==> src/rtl/module_display_scan_ctrl.sv <==
// rtl/module_display_scan_ctrl.sv - seven-segment scan controller with frame-aligned word loading
module module_display_scan_ctrl #(
  parameter int N_DIGITS   = 8,
  parameter bit ACTIVE_LOW = 1
) (
  input  logic                  clk_10Mhz_i,
  input  logic                  reset_i,
  input  logic                  tick_i,
  input  logic [4*N_DIGITS-1:0] data_i,
  input  logic                  load_valid_i,
  output logic                  load_ready_o,
  input  logic                  blank_lz_i,
  output logic [N_DIGITS-1:0]   anodo_o,
  output logic [6:0]            catodo_o,
  output logic [2:0]            digit_idx_o
);

  typedef enum logic [1:0] {OFF, BLANK, DRIVE} state_t;

  localparam logic [N_DIGITS-1:0] AN_OFF   = ACTIVE_LOW ? {N_DIGITS{1'b1}} : {N_DIGITS{1'b0}};
  localparam logic [6:0]          SEG_OFF  = ACTIVE_LOW ? 7'h7F : 7'h00;
  localparam logic [N_DIGITS-1:0] AN_ONE   = {{(N_DIGITS-1){1'b0}}, 1'b1};
  localparam logic [2:0]          LAST_IDX = 3'(N_DIGITS-1);

  state_t                state_q;
  logic [4*N_DIGITS-1:0] disp_q;
  logic [4*N_DIGITS-1:0] pend_q;
  logic                  pend_full_q;
  logic [2:0]            idx_q;

  logic [3:0]            cur_nibble;
  logic                  upper_zero;
  logic                  suppress;
  logic                  accept;
  logic [N_DIGITS-1:0]   an_onehot;
  logic [6:0]            seg_code;

  // Active-high segment pattern {g,f,e,d,c,b,a} for a hex nibble
  function automatic logic [6:0] hex_decode(input logic [3:0] n);
    logic [6:0] s;
    case (n)
      4'h0: s = 7'h3F;
      4'h1: s = 7'h06;
      4'h2: s = 7'h5B;
      4'h3: s = 7'h4F;
      4'h4: s = 7'h66;
      4'h5: s = 7'h6D;
      4'h6: s = 7'h7D;
      4'h7: s = 7'h07;
      4'h8: s = 7'h7F;
      4'h9: s = 7'h6F;
      4'hA: s = 7'h77;
      4'hB: s = 7'h7C;
      4'hC: s = 7'h39;
      4'hD: s = 7'h5E;
      4'hE: s = 7'h79;
      default: s = 7'h71;
    endcase
    return s;
  endfunction

  // Select the current digit and detect whether it and every digit above it are zero
  always_comb begin
    cur_nibble = 4'h0;
    upper_zero = 1'b1;
    for (int i = 0; i < N_DIGITS; i++) begin
      if (3'(i) == idx_q) cur_nibble = disp_q[4*i +: 4];
      if ((3'(i) >= idx_q) && (disp_q[4*i +: 4] != 4'h0)) upper_zero = 1'b0;
    end
  end

  assign suppress    = blank_lz_i && (idx_q != 3'd0) && upper_zero;
  assign accept      = load_valid_i && load_ready_o;
  assign an_onehot   = AN_ONE << idx_q;
  assign seg_code    = hex_decode(cur_nibble);
  assign digit_idx_o = idx_q;

  // Scan FSM, pending-word buffer and registered display outputs
  always_ff @(posedge clk_10Mhz_i) begin
    if (reset_i) begin
      state_q      <= OFF;
      disp_q       <= '0;
      pend_q       <= '0;
      pend_full_q  <= 1'b0;
      load_ready_o <= 1'b1;
      idx_q        <= 3'd0;
      anodo_o      <= AN_OFF;
      catodo_o     <= SEG_OFF;
    end else begin
      // ready is low whenever the buffer is full, so an accept never
      // coincides with the boundary transfer below
      if (accept) begin
        pend_q       <= data_i;
        pend_full_q  <= 1'b1;
        load_ready_o <= 1'b0;
      end
      case (state_q)
        OFF: begin
          anodo_o  <= AN_OFF;
          catodo_o <= SEG_OFF;
          if (tick_i) state_q <= BLANK;
        end
        BLANK: begin
          state_q <= DRIVE;
          if (suppress) begin
            anodo_o  <= AN_OFF;
            catodo_o <= SEG_OFF;
          end else begin
            anodo_o  <= ACTIVE_LOW ? ~an_onehot : an_onehot;
            catodo_o <= ACTIVE_LOW ? ~seg_code : seg_code;
          end
        end
        DRIVE: begin
          if (tick_i) begin
            state_q  <= BLANK;
            anodo_o  <= AN_OFF;
            catodo_o <= SEG_OFF;
            if (idx_q == LAST_IDX) begin
              idx_q <= 3'd0;
              // Frame boundary: swap in the pending word so a frame is never mixed
              if (pend_full_q) begin
                disp_q       <= pend_q;
                pend_full_q  <= 1'b0;
                load_ready_o <= 1'b1;
              end
            end else begin
              idx_q <= idx_q + 3'd1;
            end
          end
        end
        default: begin
          state_q  <= OFF;
          anodo_o  <= AN_OFF;
          catodo_o <= SEG_OFF;
        end
      endcase
    end
  end

endmodule
==> config.mk <==
export PLATFORM = sky130hd
export DESIGN_NAME = module_display_scan_ctrl
export DESIGN_NICKNAME = d
export VERILOG_FILES = /design/src/rtl/module_display_scan_ctrl.sv
export SDC_FILE = /design/constraint.sdc
export NUM_CORES = 1
export LEC_CHECK = 0
export ABC_CLOCK_PERIOD_IN_PS = 3100
export BUFFER_PORTS_ARGS = -buffer_cell sky130_fd_sc_hd__buf_4
export CORE_UTILIZATION = 57
export DETAILED_ROUTE_END_ITERATION = 8
export GPL_ROUTABILITY_DRIVEN = 0
export PLACE_DENSITY = 0.79
export SLEW_MARGIN = 20
export SYNTH_ARGS = -nofsm -noshare
export SYNTH_HDL_FRONTEND = slang
export SYNTH_SLANG_ARGS = --single-unit
==> constraint.sdc <==
create_clock -name clk_10Mhz_i -period 3.1 [get_ports clk_10Mhz_i]
set_clock_uncertainty 0.15 [all_clocks]
set_input_delay 0.465 -clock clk_10Mhz_i [delete_from_list [all_inputs] [get_ports clk_10Mhz_i]]
set_output_delay 0.465 -clock clk_10Mhz_i [all_outputs]
set_load 0.05 [all_outputs]
==> impl_results.md, run 1 <==
* H-tree level count at 3
* Clk slew on worst S/H paths at 0.08 ns
* Mux cell area share after synthesis at 0.7757%
* Dpl hpwl at 6037 um
* GRT busiest layer: met2
* Compound-Gate Fraction of Synth Area at 20.65%
* Io pins at 56
* Crit Path Category: reg2reg
* CTS max path bufs at 2
* Worst EP arrival at 3.01 ns
* Worst Setup Start Kind: register
* Met1 Track Usage GR at 33.17%
* Fin util at 69.90%
* Capturing point of the worst reg2reg path: catodo_o[1]$_SDFFE_PP1P_
* Die Span X at 84.41 um
* Reg2reg setup slack at 0.18 ns
* Critical path's slowest cell: a221o_2
* Number of synthesized flops with an enable pin at 0
* Setup_tns at 0 ns
* Worst-Skew Late Latency at 0.35 ns
* Crit. End Element: register
* Vias in the first global route at 3,230
* P_int at 1.713 mW
* CTS tree: yes
* Synth area leader: dfxtp_1
* Synthesized Nets at 539
* Via Count at 3,536
* Syn-to-layout area delta at 16.61%
* Post-CTS Setup Bufs at 0
* DIE HEIGHT at 84.41 um
* Routed wire per std cell at 14.06 um
* Comb power frac at 8.0%
* CP cell instances: inv_1 > ha_1 > inv_1 > o221ai_1 > a21oi_1 > a221o_2 > ha_1 > nor2_1 > nor3_1 > a221o_1
* Syn. warnings at 0
* Antenna-violating nets left at 0
* Max_slew headroom at 29.16%
* Antenna diodes at 0
* Area contributors post-synth: dfxtp_1 44%, nand2_1 14%, a21oi_1 10%
* Net load switching power at 0.5166 mW
* Synthesized area at 3871 um2
* Count of hold-fix buffers inserted at cts at 0
* Yosys reg bits at 86
* Largest net degree at the start of global routing at 63
* Design Power at 2.229 mW
* Share of layout cells above drive strength 1 at 17.72%
* DR pass1 iterations at 9
* Crit path time final at 2.915 ns
* # setup viols final at 0
* Worst-Margin Slew at 1.063 ns
* Yosys top cell area share at 44.47%
* Syn Area/Cell at 7.852 um2
* Congestion Overflow GR at 0
* Fin nets at 577
* Drt initial violations at 382
* Final Instance Area at 4514 um2
* Routed vias/inst at 5.768
* Clk sinks at 86
* Hold Crit Class: in2reg
* Final hold viol count at 0
* Core footprint at 6459 um2
* Fin crit share at 94.04%
* Failing checks: design-rule violations
* CP max stage delay at 0.44 ns
* Reg power frac at 51.8%
* XOR/XNOR share of the synthesized area at 0.2262%
* Synth cell types at 56
* Hold Startpoint: data_i[1]
* PD cells at 493.8 nW/um2
* Synth Instances at 493
* LEAKAGE at 1.703 nW
* Root buf cell: clkbuf_8
* Initial antenna violation count at 0
* Starting Density at 59.94%
* TritonCTS buffer count at 9
* Register area share after synthesis at 44.47%
* Status: finished with violations
* Met3 GRT Util at 4.523%
* VDD IR max at 0.0003343 V
* WL final at 8618 um
* Met2 Resource Use GR at 41.36%
* Gr usage total at 24.89%
* Cell Rows at 29
* Unrepaired setup endpoints after global routing: false
* Max-slew violations at 0
* CP required at 3.19 ns
* Clock network power share at 40.2%
* Drt drc at 7
* Worst hold stages at 3
* Placed cell area at 4282 um2
* Buffers on Ports at 55
* Switching part of the total at 23.18%
* DIE AREA at 7125 um2
* Worst reg2reg path depth at 10
* Top FF cell, synth: dfxtp_1
* Synth async-reset ratio at 0%
* Crit path max fanout at 10
* Largest family of logic cells by synthesized area: simple AND/OR/NAND/NOR gates
* Peak Freq at 343.0 MHz
* Adder-cell share of the synthesized area at 2.909%
* First-pass GRT wire length at 14,500 um
* Min Hold Slack at 0.2027 ns
* Simple-Gate Fraction of Synth Area at 25.40%
* RR Startpoint: digit_idx_o[0]$_SDFFE_PP0P_
* Hold Path Sink: pend_q[1]$_SDFFE_PP0P_
* CTS resizes at 0
* Max Cap Viol at 0
power groups by stage:
stage | registers (mW) | clock network, mW | logic [mW]
global route | 1.16 | 0.938 | 0.198
global placement | 1.18 | 0 | 0.175
finish | 1.16 | 0.895 | 0.179
CTS | 1.16 | 0.908 | 0.179
detailed placement | 1.18 | 0 | 0.178
floorplan | 1.20 | 0 | 0.0955
worst max-delay path by stage:
stage               cells past startpoint                         from                  endpoint  slack [ns]
floorplan                              10  digit_idx_o[1]$_SDFFE_PP0P_  catodo_o[1]$_SDFFE_PP1P_        0.13
global placement                       10  digit_idx_o[0]$_SDFFE_PP0P_  catodo_o[1]$_SDFFE_PP1P_        0.40
global route                           11  digit_idx_o[0]$_SDFFE_PP0P_  catodo_o[0]$_SDFFE_PP1P_        0.06
CTS                                    10  digit_idx_o[0]$_SDFFE_PP0P_  catodo_o[1]$_SDFFE_PP1P_        0.26
detailed placement                     10  digit_idx_o[0]$_SDFFE_PP0P_  catodo_o[1]$_SDFFE_PP1P_        0.30
finish                                 10  digit_idx_o[0]$_SDFFE_PP0P_  catodo_o[1]$_SDFFE_PP1P_        0.18
kinds of logic (layout without fill, tap and decap cells):
kind of cell | count (synthesis) | after routing
and+or+nand+nor | 217 | 217
adders and majority gates | 9 | 9
buffers and inverters | 46 | 89
AOI/OAI and AO/OA | 131 | 131
muxes | 3 | 3
DFF | 86 | 86
xor gates and xnor gates | 1 | 1
cell type report:
class	count	area, um2
tap	77	96.34
inverter	8	35.03
timing repair buffer	65	488.0
fill	561	1944
clock buffer	12	155.1
multi-input combinational	361	1939
clock inverter	4	77.57
sequential	86	1723
metal layers:
metal	up-vias	wire, um
li1	1767	-
met2	134	3972
met4	0	136
met3	21	497
met1	1614	4011
met5	-	0
sequential cells by signal (all words and copies together), names as in the netlist:
register,cells
digit_idx_o,3
pend_q,32
pend_full_q,1
catodo_o,7
disp_q,32
anodo_o,8
state_q,2
load_ready_o,1
placed cells by master, fill, tap and decap left out, drive strengths merged, types with 5 or more instances in the layout:
cell type and n:
o21ai 15, nor4 6, clkbuf 12, nand2 142, and3b 6, nor2 15, ha 9, buf 65
a31oi 10, nand2b 9, nor2b 5, a21oi 77, dfxtp 86, inv 8, nand3 8
critical path, delay by kind of cell (launching register included):
| kind | cells | cell delay [ns] |
|---|---|---|
| compound gates | 4 | 1.11 |
| fa+ha+maj | 2 | 0.69 |
| flops | 1 | 0.37 |
| buf+inv | 2 | 0.31 |
| simple gates | 2 | 0.17 |
cell usage after synthesis, drive strengths merged (2+ instances only):
cell type    n
a211oi       2
a21oi       77
a221o        3
a311oi       3
a31oi       10
a41oi        2
and2         4
and3         2
and3b        6
buf         15
clkbuf      23
dfxtp       86
ha           9
inv          7
mux2i        3
nand2      142
nand2b       9
nand3        8
nand3b       2
nand4        3
nor2        15
nor2b        5
nor3         3
nor4         6
nor4bb       2
o211ai       2
o21ai       15
o221ai       3
o22a         2
o22ai        3
or2          4
or3          3
stage by stage:
stage / cells / setup WS, ns
final: 613 / 0.1847
after global routing: 613 / 0.05851
after floorplan: 493 / 0.1284
after CTS: 613 / 0.2595
after global placement: 597 / 0.3960
after detailed placement: 597 / 0.2962
Note: power is estimated with default switching activity, not from simulation.
==> run 2: changes to the inputs <==
==> constraint.sdc (replaced) <==
create_clock -name clk_10Mhz_i -period 3.1 [get_ports clk_10Mhz_i]
set_clock_uncertainty 0.15 [all_clocks]
set_input_delay 0.62 -clock clk_10Mhz_i [delete_from_list [all_inputs] [get_ports clk_10Mhz_i]]
set_output_delay 0.62 -clock clk_10Mhz_i [all_outputs]
set_load 0.05 [all_outputs]
==> run 2 against run 1 <==
- the flow still finishes with violations (design-rule violations)
- die area stayed put
- register-to-register slack better by 0.06 ns
- largest cell class unchanged
- flip-flop and latch count unchanged
- largest power group unchanged
- worst hold slack gained 0.10 ns
- power shrank 3.9%
- wire length fell by 1.0%
- global-route usage rose by 0.72 points
- sequential power about the same
==> impl_results.md, run 2 (synthesized netlist as in run 1, its figures left out) <==
* Status: finished with violations
* Failing checks: design-rule violations
* Most frequent cells in the layout: 141 x nand2_1, 85 x dfxtp_1, 77 x a21oi_1, 65 x buf_4, 15 x nor2_1
* Reg2reg setup slack at 0.24 ns
* Reg power frac at 53.9%
* Worst EP arrival at 2.97 ns
* Fin crit share at 92.22%
* First-pass GRT wire length at 14,500 um
* Crit path time final at 2.859 ns
* Buffers on Ports at 55
* Routed wire per std cell at 13.92 um
* Crit. End Element: register
* LEAKAGE at 1.683 nW
* Fin nets at 577
* Hold Path Sink: disp_q[31]$_SDFFE_PP0P_
* Largest net degree at the start of global routing at 55
* Dpl hpwl at 6031 um
* Commonest non-fill, non-tap cell in the layout: nand2_1
* Gr usage total at 25.61%
* Peak Freq at 349.8 MHz
* Post-CTS Setup Bufs at 0
* Routed vias/inst at 5.755
* Setup_tns at 0 ns
* Clock network power share at 37.7%
* Via Count at 3,528
* Io pins at 56
* Regs by FF count: disp_q (32), pend_q (32), anodo_o (8)
* Die Span X at 84.41 um
* Max Cap Viol at 0
* Worst reg2reg path depth at 9
* Fin util at 69.47%
* Capturing point of the worst reg2reg path: catodo_o[1]$_SDFFE_PP1P_
* CTS tree: yes
* FILL cells at 560
* Syn-to-layout area delta at 15.90%
* Drt drc at 7
* CP required at 3.21 ns
* Max_slew headroom at 34.22%
* Comb power frac at 8.3%
* PD cells at 477.4 nW/um2
* Worst-Margin Slew at 0.9842 ns
* Antenna-violating nets left at 0
* DR pass1 iterations at 7
* Max-slew violations at 0
* Hold Startpoint: pend_q[31]$_SDFFE_PP0P_
* Clk sinks at 86
* TritonCTS buffer count at 9
* RR Startpoint: digit_idx_o[1]$_SDFFE_PP0P_
* Net load switching power at 0.5521 mW
* DIE HEIGHT at 84.41 um
* Vias in the first global route at 3,102
* Antenna diodes at 0
* Drt initial violations at 417
* CTS resizes at 0
* # setup viols final at 0
* Count of hold-fix buffers inserted at cts at 0
* Worst hold stages at 2
* VDD IR max at 0.0003231 V
* Core footprint at 6459 um2
* WL final at 8532 um
* Share of layout cells above drive strength 1 at 18.10%
* CTS max path bufs at 2
* DIE AREA at 7125 um2
* Unrepaired setup endpoints after global routing: false
* Congestion Overflow GR at 0
* Cell Rows at 29
* Worst-Skew Late Latency at 0.37 ns
* Clk slew on worst S/H paths at 0.09 ns
* Final hold viol count at 0
* Switching part of the total at 25.77%
* Hold Crit Class: reg2reg
* H-tree level count at 3
* Crit Path Category: reg2reg
* Initial antenna violation count at 0
* Root buf cell: clkbuf_8
* Starting Density at 59.94%
* P_int at 1.590 mW
* Worst Setup Start Kind: register
* Crit path max fanout at 10
## run 2: per-stage QoR
stage               power, mW  cells  hold WS, ns  setup slack, ns  cell area [um2]
floorplan               1.294    493       0.2821           0.1284             3872
global placement        1.354    597       0.2900           0.4031             4282
detailed placement      1.359    597       0.2961           0.2968             4282
CTS                     2.152    613       0.3092           0.2794             4486
global route            2.220    613       0.3193          0.08176             4487
finish                  2.142    613       0.3068           0.2411             4487
## run 2: worst max path at each step
stage	from	to	slack [ns]
after detailed placement	digit_idx_o[1]$_SDFFE_PP0P_	catodo_o[1]$_SDFFE_PP1P_	0.30
after global placement	digit_idx_o[0]$_SDFFE_PP0P_	catodo_o[1]$_SDFFE_PP1P_	0.40
after CTS	digit_idx_o[1]$_SDFFE_PP0P_	catodo_o[1]$_SDFFE_PP1P_	0.28
final	digit_idx_o[1]$_SDFFE_PP0P_	catodo_o[1]$_SDFFE_PP1P_	0.24
after floorplan	digit_idx_o[1]$_SDFFE_PP0P_	catodo_o[1]$_SDFFE_PP1P_	0.13
after global routing	digit_idx_o[1]$_SDFFE_PP0P_	catodo_o[3]$_SDFFE_PP1P_	0.08
## run 2: critical path, cell delays in order (launching register included)
cell	delay, ns
dfxtp_1	0.45
ha_1	0.40
inv_1	0.19
o221ai_1	0.20
a21oi_1	0.10
a221o_2	0.44
ha_1	0.30
nor2_1	0.11
nor3_1	0.05
a221o_1	0.36
## run 2: area by class of cell
cell class | instances | area, um2 | share of cell area [%]
flip-flops and latches | 86 | 1723 | 38.40
clock buffers | 9 | 123.9 | 2.761
well taps | 77 | 96.34 | 2.147
clock inverters | 7 | 80.08 | 1.785
multi-input cells | 361 | 1941 | 43.25
repair buffers | 65 | 488.0 | 10.88
inverters | 8 | 35.03 | 0.7808
## run 2: per-layer routing
layer | global-route usage, % | up-vias | share of wire (%)
met5 | 0 | - | 0
met4 | 10.94 | 0 | 2.2
met3 | 5.408 | 20 | 5.9
met2 | 38.52 | 116 | 45
met1 | 35.80 | 1623 | 47
li1 | - | 1769 | -
## run 2: power groups by stage
stage	Sequential [mW]	Clock (mW)	Combinational, mW
after global routing	1.16	0.863	0.198
after floorplan	1.20	0	0.0955
after CTS	1.16	0.818	0.179
final	1.16	0.808	0.178
after detailed placement	1.18	0	0.178
after global placement	1.18	0	0.174
==> run 3: changes to the inputs <==
--- a/config.mk
+++ b/config.mk
@@ -11,6 +11,7 @@
 export DETAILED_ROUTE_END_ITERATION = 8
 export GPL_ROUTABILITY_DRIVEN = 0
 export PLACE_DENSITY = 0.79
+export REMOVE_ABC_BUFFERS = 1
 export SLEW_MARGIN = 20
 export SYNTH_ARGS = -nofsm -noshare
 export SYNTH_HDL_FRONTEND = slang
==> run 3 against run 2 <==
- the flow still finishes with violations (design-rule violations)
- first-iteration DRC count decreased by 42%
- final area is the same
- critical path depth is 1 higher
- critical endpoint unchanged
- sequential share of layout area barely moved
- largest power group unchanged
- worst hold slack got worse by 0.0022 ns
- die area unchanged
- power down 2.5%
==> impl_results.md, run 3 (synthesized netlist as in run 1, its figures left out) <==
* Status: finished with violations
* Failing checks: design-rule violations
* Largest net degree at the start of global routing at 43
* Syn-to-layout area delta at 15.90%
* Vias in the first global route at 3,232
* Count of hold-fix buffers inserted at cts at 0
* CP max stage delay at 0.43 ns
* Post-CTS Setup Bufs at 0
* Reg power frac at 55.3%
* Crit. End Element: register
* Max_slew headroom at 61.35%
* Most frequent cells in the layout: 141 x nand2_1, 86 x dfxtp_1, 77 x a21oi_1, 65 x buf_4, 15 x nor2_1
* LEAKAGE at 1.682 nW
* Largest delay share family, worst path: compound AO/OA/AOI/OAI gates
* Crit Path Category: reg2reg
* Antenna diodes at 0
* Buffers on Ports at 55
* Routed vias/inst at 5.746
* Fin util at 69.47%
* Peak Freq at 344.5 MHz
* Met2 wire len at 4042 um
* Initial antenna violation count at 0
* PD cells at 465.5 nW/um2
* Unrepaired setup endpoints after global routing: false
* Regs by FF count: disp_q (32), pend_q (32), anodo_o (8)
* Comb power frac at 8.8%
* CTS tree: yes
* Dpl hpwl at 6005 um
* CP required at 3.20 ns
* Clock network power share at 36.0%
* Crit path max fanout at 10
* Drt drc at 4
* Gr usage total at 25.80%
* CP Buf/Inv Count at 2
* Fin worst setup slack at 0.1968 ns
* Via Count at 3,528
* Placed Cells at 597
* P_int at 1.551 mW
* Drt initial violations at 241
* H-tree level count at 3
* Worst EP arrival at 3.00 ns
* Net load switching power at 0.5375 mW
* Routed wire per std cell at 14.20 um
* TritonCTS buffer count at 9
* Congestion Overflow GR at 0
* CP cell instances: inv_1 > ha_1 > inv_1 > o221ai_1 > a21oi_1 > a221o_2 > ha_1 > nor2_1 > nor3_1 > a221o_1
* Fin crit share at 93.65%
* Starting Density at 59.94%
* Core footprint at 6459 um2
* Placed cell area at 4280 um2
* VDD IR max at 0.0003964 V
* Worst slack, placed at 0.2693 ns
* Share of layout cells above drive strength 1 at 17.88%
* Clk slew on worst S/H paths at 0.09 ns
* FILL cells at 553
* Root buf cell: clkbuf_8
* DIE HEIGHT at 84.41 um
* Fin nets at 578
* WL final at 8716 um
* Non-Filler Instances at 614
* Design Power at 2.089 mW
* Commonest non-fill, non-tap cell in the layout: nand2_1
* CTS resizes at 0
* Antenna-violating nets left at 0
* # setup viols final at 0
* Switching part of the total at 25.73%
* DRT met1 WL at 4003 um
* Worst-Margin Slew at 0.5778 ns
* Hold Crit Class: reg2reg
* DR pass1 iterations at 7
* Worst-Skew Late Latency at 0.36 ns
* Die Span X at 84.41 um
* Critical path's slowest cell: a221o_2
* Final hold viol count at 0
* Crit path time final at 2.903 ns
* Max-slew violations at 0
* First-pass GRT wire length at 14,790 um
* Io pins at 56
* CTS max path bufs at 2
* Cell Rows at 29
* Met3 wire length at 442 um
* Max Cap Viol at 0
* DIE AREA at 7125 um2
* Worst Setup Start Kind: register
* Clk sinks at 86
* Final Instance Area at 4487 um2
* Top Metal Used: met4
==> run 3: area by class of cell <==
class / instances / area (um2) / area share [%]
clock buffers: 11 / 151.4 / 3.374
inverters: 8 / 35.03 / 0.7808
clock inverters: 5 / 40.04 / 0.8924
well taps: 77 / 96.34 / 2.147
multi-input cells: 361 / 1939 / 43.22
flip-flops and latches: 86 / 1722 / 38.37
repair buffers: 66 / 503.0 / 11.21
==> run 3: routing by layer <==
metal | GRT usage (%) | vias up
met5 | 0 | -
met4 | 12.48 | 0
met3 | 4.130 | 25
met2 | 42.70 | 116
met1 | 33.06 | 1614
li1 | - | 1773
==> run 3: path summary, 6_finish.rpt <==
kind / startpoint / end / cells past startpoint / slack, ns
max: digit_idx_o[0]$_SDFFE_PP0P_ / catodo_o[1]$_SDFFE_PP1P_ / 10 / 0.20
max reg2reg: digit_idx_o[0]$_SDFFE_PP0P_ / catodo_o[1]$_SDFFE_PP1P_ / 10 / 0.20
min reg2reg: pend_q[16]$_SDFFE_PP0P_ / disp_q[16]$_SDFFE_PP0P_ / 2 / 0.30
min: pend_q[16]$_SDFFE_PP0P_ / disp_q[16]$_SDFFE_PP0P_ / 2 / 0.30
==> run 3: power by group through the flow <==
stage | Combinational (mW) | Clock (mW) | Sequential, mW
after floorplan | 0.0726 | 0 | 1.20
after global placement | 0.179 | 0 | 1.18
after detailed placement | 0.184 | 0 | 1.18
after CTS | 0.184 | 0.762 | 1.15
after global routing | 0.203 | 0.803 | 1.16
final | 0.183 | 0.751 | 1.15
==> run 3: per-stage QoR <==
stage	hold WS [ns]	setup TNS [ns]
floorplan	0.2760	-7.143
global placement	0.2942	0
detailed placement	0.2935	0
CTS	0.3055	0
global route	0.3233	0
finish	0.3045	0
==> run 3: worst register-to-register path, stage by stage (launching register included) <==
cell      delay, ns
dfxtp_1        0.36
inv_1          0.11
ha_1           0.37
inv_1          0.19
o221ai_1       0.24
a21oi_1        0.10
a221o_2        0.43
ha_1           0.32
nor2_1         0.11
nor3_1         0.06
a221o_1        0.36
